$ cat src/rtl/mem_pkg.sv
// -----------------------------------------------------------------------------
// mem_pkg
// Shared definitions for the L2 arbitration slice.
//   - Requestor index constants for the L2 port clients.
//   - Line and address widths used on every L2-facing bus.
//   - arb_state_e, the arbiter FSM encoding.
// -----------------------------------------------------------------------------
package mem_pkg;

    localparam int REQ_ICACHE   = 0;
    localparam int REQ_DCACHE   = 1;
    localparam int REQ_IOMMU    = 2;
    localparam int REQ_PREFETCH = 3;

    localparam int LINE_W = 256;
    localparam int ADDR_W = 32;

    typedef enum logic {
        IDLE = 1'b0,
        BUSY = 1'b1
    } arb_state_e;

endpackage

$ cat src/rtl/rr_picker.sv
// -----------------------------------------------------------------------------
// rr_picker
// Combinational round-robin selector. Searches req_valid starting at rr_ptr
// and wrapping around; the first active requestor found wins.
// Ports:
//   req_valid  [NUM_REQ]  active requests
//   rr_ptr     [PTR_W]    index with highest priority this round
//   winner     [NUM_REQ]  one-hot winner, all zero when nothing is requested
//   winner_idx [PTR_W]    binary index of the winner (0 when none)
// -----------------------------------------------------------------------------
module rr_picker #(
    parameter int NUM_REQ = 4,
    parameter int PTR_W   = 2
) (
    input  logic [NUM_REQ-1:0] req_valid,
    input  logic [PTR_W-1:0]   rr_ptr,
    output logic [NUM_REQ-1:0] winner,
    output logic [PTR_W-1:0]   winner_idx
);

    logic [PTR_W-1:0] idx;

    // Walk priority offsets from lowest to highest priority so that the last
    // hit, which is the one closest to rr_ptr, is what remains.
    always_comb begin
        winner     = '0;
        winner_idx = '0;
        idx        = '0;
        for (int i = NUM_REQ - 1; i >= 0; i--) begin
            idx = PTR_W'((int'(rr_ptr) + i) % NUM_REQ);
            if (req_valid[idx]) begin
                winner      = '0;
                winner[idx] = 1'b1;
                winner_idx  = idx;
            end
        end
    end

endmodule

$ cat src/rtl/l2_arbiter.sv
// -----------------------------------------------------------------------------
// l2_arbiter
// Shares one L2 cache port among NUM_REQ requestors (icache, dcache, iommu,
// prefetcher) using round-robin arbitration. One transaction is outstanding
// at a time; the winning request is latched into the l2_* registers and held
// until l2_done, after which the requestor receives a one-cycle resp_done.
// At least one idle (bubble) cycle separates consecutive transactions.
//
// Optional feature: define L2_ARB_TIMEOUT_EN to abort a transaction that has
// waited TIMEOUT_CYCLES BUSY cycles without l2_done; it then completes with
// resp_error=1. Without the macro resp_error is tied low and BUSY waits forever.
//
// Ports:
//   clk, reset       clock, synchronous active-high reset
//   req_valid        [NUM_REQ]         request, held until resp_done
//   req_addr         [NUM_REQ*32]      per-requestor line address (flattened)
//   req_write_en     [NUM_REQ]         per-requestor write flag
//   req_write_data   [NUM_REQ*256]     per-requestor write line (flattened)
//   grant            [NUM_REQ]         one-hot owner of the L2 port, or zero
//   resp_data        [256]             registered L2 read line
//   resp_done        [NUM_REQ]         one-cycle completion pulse
//   resp_error                         resp_done qualifier: timed out
//   l2_addr/l2_request/l2_write_en/l2_write_data   request to l2_cache
//   l2_data/l2_done                    response from l2_cache
// -----------------------------------------------------------------------------
module l2_arbiter
    import mem_pkg::*;
#(
    parameter int NUM_REQ        = 4,
    parameter int TIMEOUT_CYCLES = 256
) (
    input  logic                      clk,
    input  logic                      reset,
    input  logic [NUM_REQ-1:0]        req_valid,
    input  logic [NUM_REQ*ADDR_W-1:0] req_addr,
    input  logic [NUM_REQ-1:0]        req_write_en,
    input  logic [NUM_REQ*LINE_W-1:0] req_write_data,
    output logic [NUM_REQ-1:0]        grant,
    output logic [LINE_W-1:0]         resp_data,
    output logic [NUM_REQ-1:0]        resp_done,
    output logic                      resp_error,
    output logic [ADDR_W-1:0]         l2_addr,
    output logic                      l2_request,
    output logic                      l2_write_en,
    output logic [LINE_W-1:0]         l2_write_data,
    input  logic [LINE_W-1:0]         l2_data,
    input  logic                      l2_done
);

    localparam int PTR_W = (NUM_REQ > 1) ? $clog2(NUM_REQ) : 1;

    arb_state_e       state;
    arb_state_e       state_next;
    logic             start;
    logic             finish;
    logic             timeout_hit;

    logic [PTR_W-1:0]   rr_ptr;
    logic [PTR_W-1:0]   winner_idx;
    logic [NUM_REQ-1:0] pick;
    logic [PTR_W-1:0]   pick_idx;

    rr_picker #(
        .NUM_REQ (NUM_REQ),
        .PTR_W   (PTR_W)
    ) u_picker (
        .req_valid  (req_valid),
        .rr_ptr     (rr_ptr),
        .winner     (pick),
        .winner_idx (pick_idx)
    );

    always_ff @(posedge clk) begin
        if (reset) begin
            state <= IDLE;
        end else begin
            state <= state_next;
        end
    end

    // Arbitration only happens from IDLE, so the cycle after any completion
    // is always a bubble even if requests are pending.
    always_comb begin
        state_next = state;
        start      = 1'b0;
        finish     = 1'b0;
        case (state)
            IDLE: begin
                if (|req_valid) begin
                    start      = 1'b1;
                    state_next = BUSY;
                end
            end
            BUSY: begin
                if (l2_done || timeout_hit) begin
                    finish     = 1'b1;
                    state_next = IDLE;
                end
            end
            default: state_next = IDLE;
        endcase
    end

    always_ff @(posedge clk) begin
        if (reset) begin
            rr_ptr        <= '0;
            winner_idx    <= '0;
            grant         <= '0;
            resp_done     <= '0;
            resp_data     <= '0;
            l2_request    <= 1'b0;
            l2_write_en   <= 1'b0;
            l2_addr       <= '0;
            l2_write_data <= '0;
        end else begin
            resp_done <= '0;
            if (start) begin
                grant         <= pick;
                winner_idx    <= pick_idx;
                l2_request    <= 1'b1;
                l2_addr       <= req_addr[int'(pick_idx)*ADDR_W +: ADDR_W];
                l2_write_en   <= req_write_en[pick_idx];
                l2_write_data <= req_write_data[int'(pick_idx)*LINE_W +: LINE_W];
            end
            if (finish) begin
                grant                 <= '0;
                l2_request            <= 1'b0;
                resp_done[winner_idx] <= 1'b1;
                rr_ptr <= (winner_idx == PTR_W'(NUM_REQ - 1)) ? '0 : winner_idx + 1'b1;
                // A timed-out transaction has no valid line to return.
                if (l2_done) begin
                    resp_data <= l2_data;
                end
            end
        end
    end

`ifdef L2_ARB_TIMEOUT_EN
    localparam int CNT_W = $clog2(TIMEOUT_CYCLES + 1);

    logic [CNT_W-1:0] tmo_cnt;

    always_ff @(posedge clk) begin
        if (reset) begin
            tmo_cnt <= '0;
        end else if (start) begin
            tmo_cnt <= '0;
        end else if (state == BUSY) begin
            tmo_cnt <= tmo_cnt + 1'b1;
        end
    end

    // tmo_cnt counts completed BUSY cycles, so TIMEOUT_CYCLES-1 marks the
    // last allowed cycle; l2_done arriving in that cycle still wins.
    assign timeout_hit = (state == BUSY) && !l2_done &&
                         (tmo_cnt == CNT_W'(TIMEOUT_CYCLES - 1));

    always_ff @(posedge clk) begin
        if (reset) begin
            resp_error <= 1'b0;
        end else begin
            resp_error <= timeout_hit;
        end
    end
`else
    assign timeout_hit = 1'b0;
    assign resp_error  = 1'b0;
`endif

endmodule

$ cat config.mk
export PLATFORM = sky130hd
export DESIGN_NAME = l2_arbiter
export DESIGN_NICKNAME = d
export VERILOG_FILES = /design/src/rtl/mem_pkg.sv /design/src/rtl/rr_picker.sv /design/src/rtl/l2_arbiter.sv
export SDC_FILE = /design/constraint.sdc
export NUM_CORES = 1
export LEC_CHECK = 0
export CAP_MARGIN = 25
export CORE_AREA = 4 4 768 770
export CTS_BUF_LIST = sky130_fd_sc_hd__clkbuf_2
export DETAILED_ROUTE_END_ITERATION = 12
export DIE_AREA = 0 0 772 774
export GPL_TIMING_DRIVEN = 0
export PLACE_DENSITY = 0.3
export SLEW_MARGIN = 10
export SYNTH_ARGS = -nofsm -noshare
export SYNTH_HDL_FRONTEND = slang
export SYNTH_SLANG_ARGS = --single-unit
export TNS_END_PERCENT = 5
$ cat constraint.sdc
create_clock -name clk -period 3.3 [get_ports clk]
set_input_delay 0.825 -clock clk [delete_from_list [all_inputs] [get_ports clk]]
set_output_delay 0.825 -clock clk [all_outputs]
set_load 0.01 [all_outputs]
After elaboration in Yosys (flattened, before gate mapping):

Cells that the tools add are included.

* register bits: 559
* bits in latches: 0
* RAM bits: 0
* memory bits (read-only): 0
* bits of input ports: 1419
* output and inout bits: 555
* logic and storage cells: 74
* memories kept: 0

* add/sub/neg operators: 4
* multipliers: 0
* div/mod/pow operators: 0
* order comparisons: 11
* equality and inequality tests: 1
* shifts and indexed selects: 2
* multiplexer cells: 35
* bitwise operators: 2
* reduce and logical (&&, ||, !) cells: 9

Operators by type and width (number)
* indexed part select 1024 x 11 -> 256 bit: 1
* indexed part select 128 x 8 -> 32 bit: 1
* less-than comparator 2 x 3 -> 1 bit (second input constant): 6
* 2-to-1 mux 4 bit: 4
* 2-to-1 mux 1 bit: 15
* binary-select mux 1 bit (select 2 bit): 5
* demux 1 bit (select 2 bit): 5
* >= comparator 2 x 1 -> 1 bit (second input constant): 5
* 2-to-1 mux 2 bit: 5
* logical AND 1 bit: 5
* adder 2 x 1 -> 2 bit (second input constant): 2
* adder 2 bit (second input constant): 2
* OR reduction 2 bit: 2
* OR reduction 4 bit: 1
* == test 2 bit (second input constant): 1
* inverter 1 bit: 2
* case mux 1 bit (2 select lines): 1
* AND reduction 2 bit: 1

Depth between registers and ports, before layout:

* depth in word-level cells: 9
* mapped depth: 13
* depth with buffers taken out: 7

By module:

A second synthesis with hierarchy kept.

* cell total of the unflattened synthesis: 1685
* area total of the unflattened synthesis: 24161.9 um2

By module, submodules not included
* l2_arbiter: instances 1, cells an instance 1625, area each 23671.5 um2, sequential area each 11190.7 um2
* rr_picker: instances 1, cells an instance 60, area each 490.5 um2, sequential area each 0.0 um2

Worst setup path before layout:

Ideal clock, no wire load.

* kind: reg-to-reg
* from: register rr_ptr[0]
* to: register l2_addr[0]
* data arrival time: 2.573 ns
* path slack: 0.597 ns
* stages on the path, launching flop included: 13
* buffers on the path: 6
* period minus slack after synthesis: 2.703 ns
* path through: dfxtp_1 > buf_6 > buf_6 > inv_1 > ha_1 > mux4_2 > buf_2 > o21a_1 > buf_4 > buf_6 > buf_4 > a2111oi_2 > o31ai_1

* word-level cells in the longest chain between the ends: 8

RTL lines
* from (decl): RTL line l2_arbiter.sv:58 `logic [PTR_W-1:0] rr_ptr;`
* from (signal assigned): RTL line l2_arbiter.sv:129 `rr_ptr <= (winner_idx == PTR_W'(NUM_REQ - 1)) ? '0 : winner_idx + 1'b1;`
* adder 2 bit: RTL line rr_picker.sv:30 `idx = PTR_W'((int'(rr_ptr) + i) % NUM_REQ);`
* binary-select mux 1 bit (select 2 bit): RTL line rr_picker.sv:31 `if (req_valid[idx]) begin`
* 2-to-1 mux 1 bit (implied by the code): RTL line rr_picker.sv:31
* 2-to-1 mux 2 bit (3 in series): RTL line rr_picker.sv:31
* 2-to-1 mux 2 bit (*): RTL line rr_picker.sv:31
* indexed part select 128 x 8 -> 32 bit (*): RTL line l2_arbiter.sv:121 `l2_addr <= req_addr[int'(pick_idx)*ADDR_W +: ADDR_W];`
* to (signal assigned): RTL line l2_arbiter.sv:121
* to (decl): RTL line l2_arbiter.sv:42 `output logic [ADDR_W-1:0] l2_addr,`

Every way passes the cells marked *; elsewhere a longest branch is shown, timed or not. The select of a mux whose other input is x is not followed.
A chain may end at the register's enable or synchronous reset.

Final worst setup path:

* from: register rr_ptr[0]
* to: register l2_write_data[9]

* word-level cells in the longest chain between the ends: 8

RTL lines
* adder 2 bit: RTL line rr_picker.sv:30
* binary-select mux 1 bit (select 2 bit): RTL line rr_picker.sv:31
* 2-to-1 mux 1 bit (implied by the code): RTL line rr_picker.sv:31
* 2-to-1 mux 2 bit (3 in series): RTL line rr_picker.sv:31
* 2-to-1 mux 2 bit (*): RTL line rr_picker.sv:31
* indexed part select 1024 x 11 -> 256 bit (*): RTL line l2_arbiter.sv:123 `l2_write_data <= req_write_data[int'(pick_idx)*LINE_W +: LINE_W];`
* to (signal assigned): RTL line l2_arbiter.sv:123
* to (decl): RTL line l2_arbiter.sv:45 `output logic [LINE_W-1:0] l2_write_data,`

Marked as above.

==> metrics.txt <==
Max Fclk=around 280 MHz; Psw=0.0134 W; EDFF count, synth=0; WL final=512 mm; vias in the first global route=53400; setup ws final=-0.320 ns; Routed Antenna Nets=0; synth warn=0; status=complete, but fails checks; Netlist Area Pre-Place=32500 µm²; H-tree lvl count=4; fin nets=9441; Synth area leaders=dfxtp_1 34%, a211oi_1 13%, a2111oi_2 9.7%, a221oi_1 7.9%, a22o_1 6.9%; Setup crit end kind=flip-flop; P_leak=33.8 nW; Chip Width=772 µm; cell area after placement=63400 µm²; Worst path slowest cell=a221oi_1; Internal=0.0170 W; final HPWL from detailed placement=between 400 and 500 mm; largest net degree at the start of global routing=23; Post-Syn Instances=3722; GRT overflow=0; power share of the sequential group=26.7%; crit-path cells=buf_12, clkinvlp_4, ha_4, mux4_2, buf_4, nor2b_1, o21ai_1, buf_6, buf_12, clkbuf_2, a221oi_1, buf_4, o31ai_1; Placed Cells=13600; dominant synthesized flop cell=dfxtp_1; FILL cells=66700; failing checks=setup timing; synthesized flop and latch total=559; 1st-pass router iterations=6; fin. max-slew vios=0; first-pass GRT wire length=626 mm; Worst VDD drop=between 0.0002 and 0.00025 V; Residual DRC=0; most frequent cell after synthesis=inv_1; area growth from synthesis to layout=172%; worst-margin pin slew=~1.2 ns; sequential fraction of the synthesis area=roughly a third; Gate power share=50.6%; Iter 0 DRT Violations=3583; CORE AREA=584000 µm²; initial antenna violation count=381; multi-input logic area=between 15000 and 20000 µm²; CTS Buf Count=approximately 200; top post-synthesis cells by count=587 x inv_1, 578 x a211oi_1, 559 x dfxtp_1; Clk pin slew, worst setup/hold paths=0.08 ns; count of boundary I/O pins=1974; Syn Nets=5153; Power Dens Cells=approximately 340 nW/µm²; Max clock buf depth=4; CTS root buf=clkbuf_2; fin cells=16100; CP required=4.87 ns; Setup Viol. Count Final=approximately 180; critical path's top delay family=buffers and inverters; Max-cap violations=0; WL/cell=approximately 32 µm; Setup Skew=0.277 ns; top-area cell type share of the netlist area=34.4%; clock sink count=559; routability congestion estimate=about 0.93; Setup WS pre-CTS=-2.69 ns; cell accounting for the most synthesized area=dfxtp_1; Die Y=774 µm; share of layout cells above drive strength 1=20.1%; Netlist cell types=41; min-delay worst type=reg -> reg; ys async rst share=0%; Critical Path AT=5.19 ns; Final Hold Slack=0.448 ns; Clock Latency Late Sink=1.82 ns; sequential cell area=roughly 12000 µm²; Clk pwr share=between 20% and 30%; die area=598000 µm²; Port Buffers=1971; crit path buf inv count=7; syn_area_per_cell=8.74 µm²; Slew headroom=22.4%; Vias/cell=3.28; Site Rows=approximately 280; CP max stage delay=0.55 ns; Crit Path Class=reg -> reg; Initial Util=5.57%; Design Area, Final=a little under 90000 µm²; vias=52900; RSZ-0062 raised after global routing=yes; fin crit share=110%; Final Hold Vio Count=0; Switching Share=approximately 44%; Setup crit start kind=flip-flop; TritonCTS clock tree=yes; Final min period=3.62 ns; CP Max Fanout=10; Tot GR Track Use=around 16%
[tightest hold or removal path, stage by stage (launching register included)]
cell and delay (ns):
dfxtp_1 0.32, nand2_1 0.05, o31ai_1 0.05
[power by group through the flow]
stage / Sequential, W / Clock [W] / Combinational, W
2_1_floorplan: 0.00831 / 0 / 0.00401
3_3_place_gp: 0.00818 / 0 / 0.0120
3_5_place_dp: 0.00819 / 0 / 0.0124
4_1_cts: 0.00806 / 0.00749 / 0.0155
5_1_grt: 0.00819 / 0.00768 / 0.0162
6_report: 0.00812 / 0.00691 / 0.0154
[cell families (layout without fill, tap and decap cells)]
family | after synthesis | count (layout) | synth area share [%]
AO/OA/AOI/OAI | 1730 | 1730 | 47.2
buffers and inverters | 1099 | 5526 | 13.8
adder cells (fa/ha/maj) | 12 | 12 | 0.462
AND/OR/NAND/NOR | 313 | 313 | 3.74
other | 1 | 208 | 0.0115
multiplexers | 8 | 8 | 0.404
flip-flops | 559 | 559 | 34.4
[cell usage in the layout, fill, tap and decap left out, types with 29 or more instances in the layout]
master	synthesis	routed
buf_4	29	149
a22o_1	258	258
a2111oi_0	79	44
a2111oi_2	210	201
a211oi_2	0	41
inv_1	587	585
dfxtp_1	559	342
a221oi_1	293	249
diode_2	0	207
buf_2	144	155
dlygate4sd2_1	0	222
clkdlybuf4s50_1	0	1419
a211oi_1	578	521
dfxtp_2	0	175
buf_6	7	163
clkbuf_2	20	385
buf_12	0	65
dfxtp_4	0	42
a2111oi_4	0	30
buf_8	0	40
a221oi_2	0	29
clkinv_1	0	37
nand2_1	295	294
o31ai_1	289	286
clkbuf_1	295	226
dlygate4sd3_1	0	1928
[stage by stage]
stage | total power [W] | setup TNS [ns] | util, %
5_1_grt | 0.0320 | -206.73 | 15.1
6_report | 0.0304 | -15.05 | 15.1
4_1_cts | 0.0311 | -318.46 | 14.9
3_5_place_dp | 0.0206 | -564.94 | 10.9
2_1_floorplan | 0.0123 | 0 | -
3_3_place_gp | 0.0202 | -1615.90 | 10.6
[final timing paths]
kind                                           to  cells after the start  slack (ns)               from
worst max-delay path             l2_write_data[9]                     13       -0.32          rr_ptr[0]
worst min-delay path            l2_write_data[57]                      2        0.45  l2_write_data[57]
worst max register to register   l2_write_data[9]                     13       -0.32          rr_ptr[0]
worst min register to register  l2_write_data[57]                      2        0.45  l2_write_data[57]
[repair_timing]
action / CTS / global route
hold buffers: 1928 / 0
pin swaps: 31 / 1
buffers inserted: 71 / 11
setup endpoints to repair: 845 / 865
endpoints found under the hold margin: 553 / 0
gates resized for setup: 1681 / 1024
cloned: 15 / 0
[flip-flops by register name (all words and copies together) (netlist names)]
register       flops
resp_done          4
rr_ptr             2
resp_data        256
winner_idx         2
grant              4
l2_write_data    256
l2_write_en        1
state              1
l2_addr           32
l2_request         1
[metal layers]
| layer | share of wire [%] | global-route usage, % | vias up |
|---|---|---|---|
| met4 | 5.0 | 6.49 | 178 |
| met5 | 0.23 | 0 | - |
| met3 | 8.6 | 5.34 | 869 |
| met1 | 42 | 20.4 | 25800 |
| li1 | - | - | 23400 |
| met2 | 44 | 25.8 | 2750 |
[area by class of cell]
type | instances | share of cell area, %
plain buffers | 507 | 3.78
flip-flops and latches | 559 | 13.1
clock inverters | 55 | 0.355
clock buffers | 287 | 1.63
multi-input cells | 2064 | 20.7
diodes | 207 | 0.586
well taps | 7782 | 11.0
inverters | 587 | 2.50
repair buffers | 4090 | 46.3
Power figures use the tool's default switching activity.
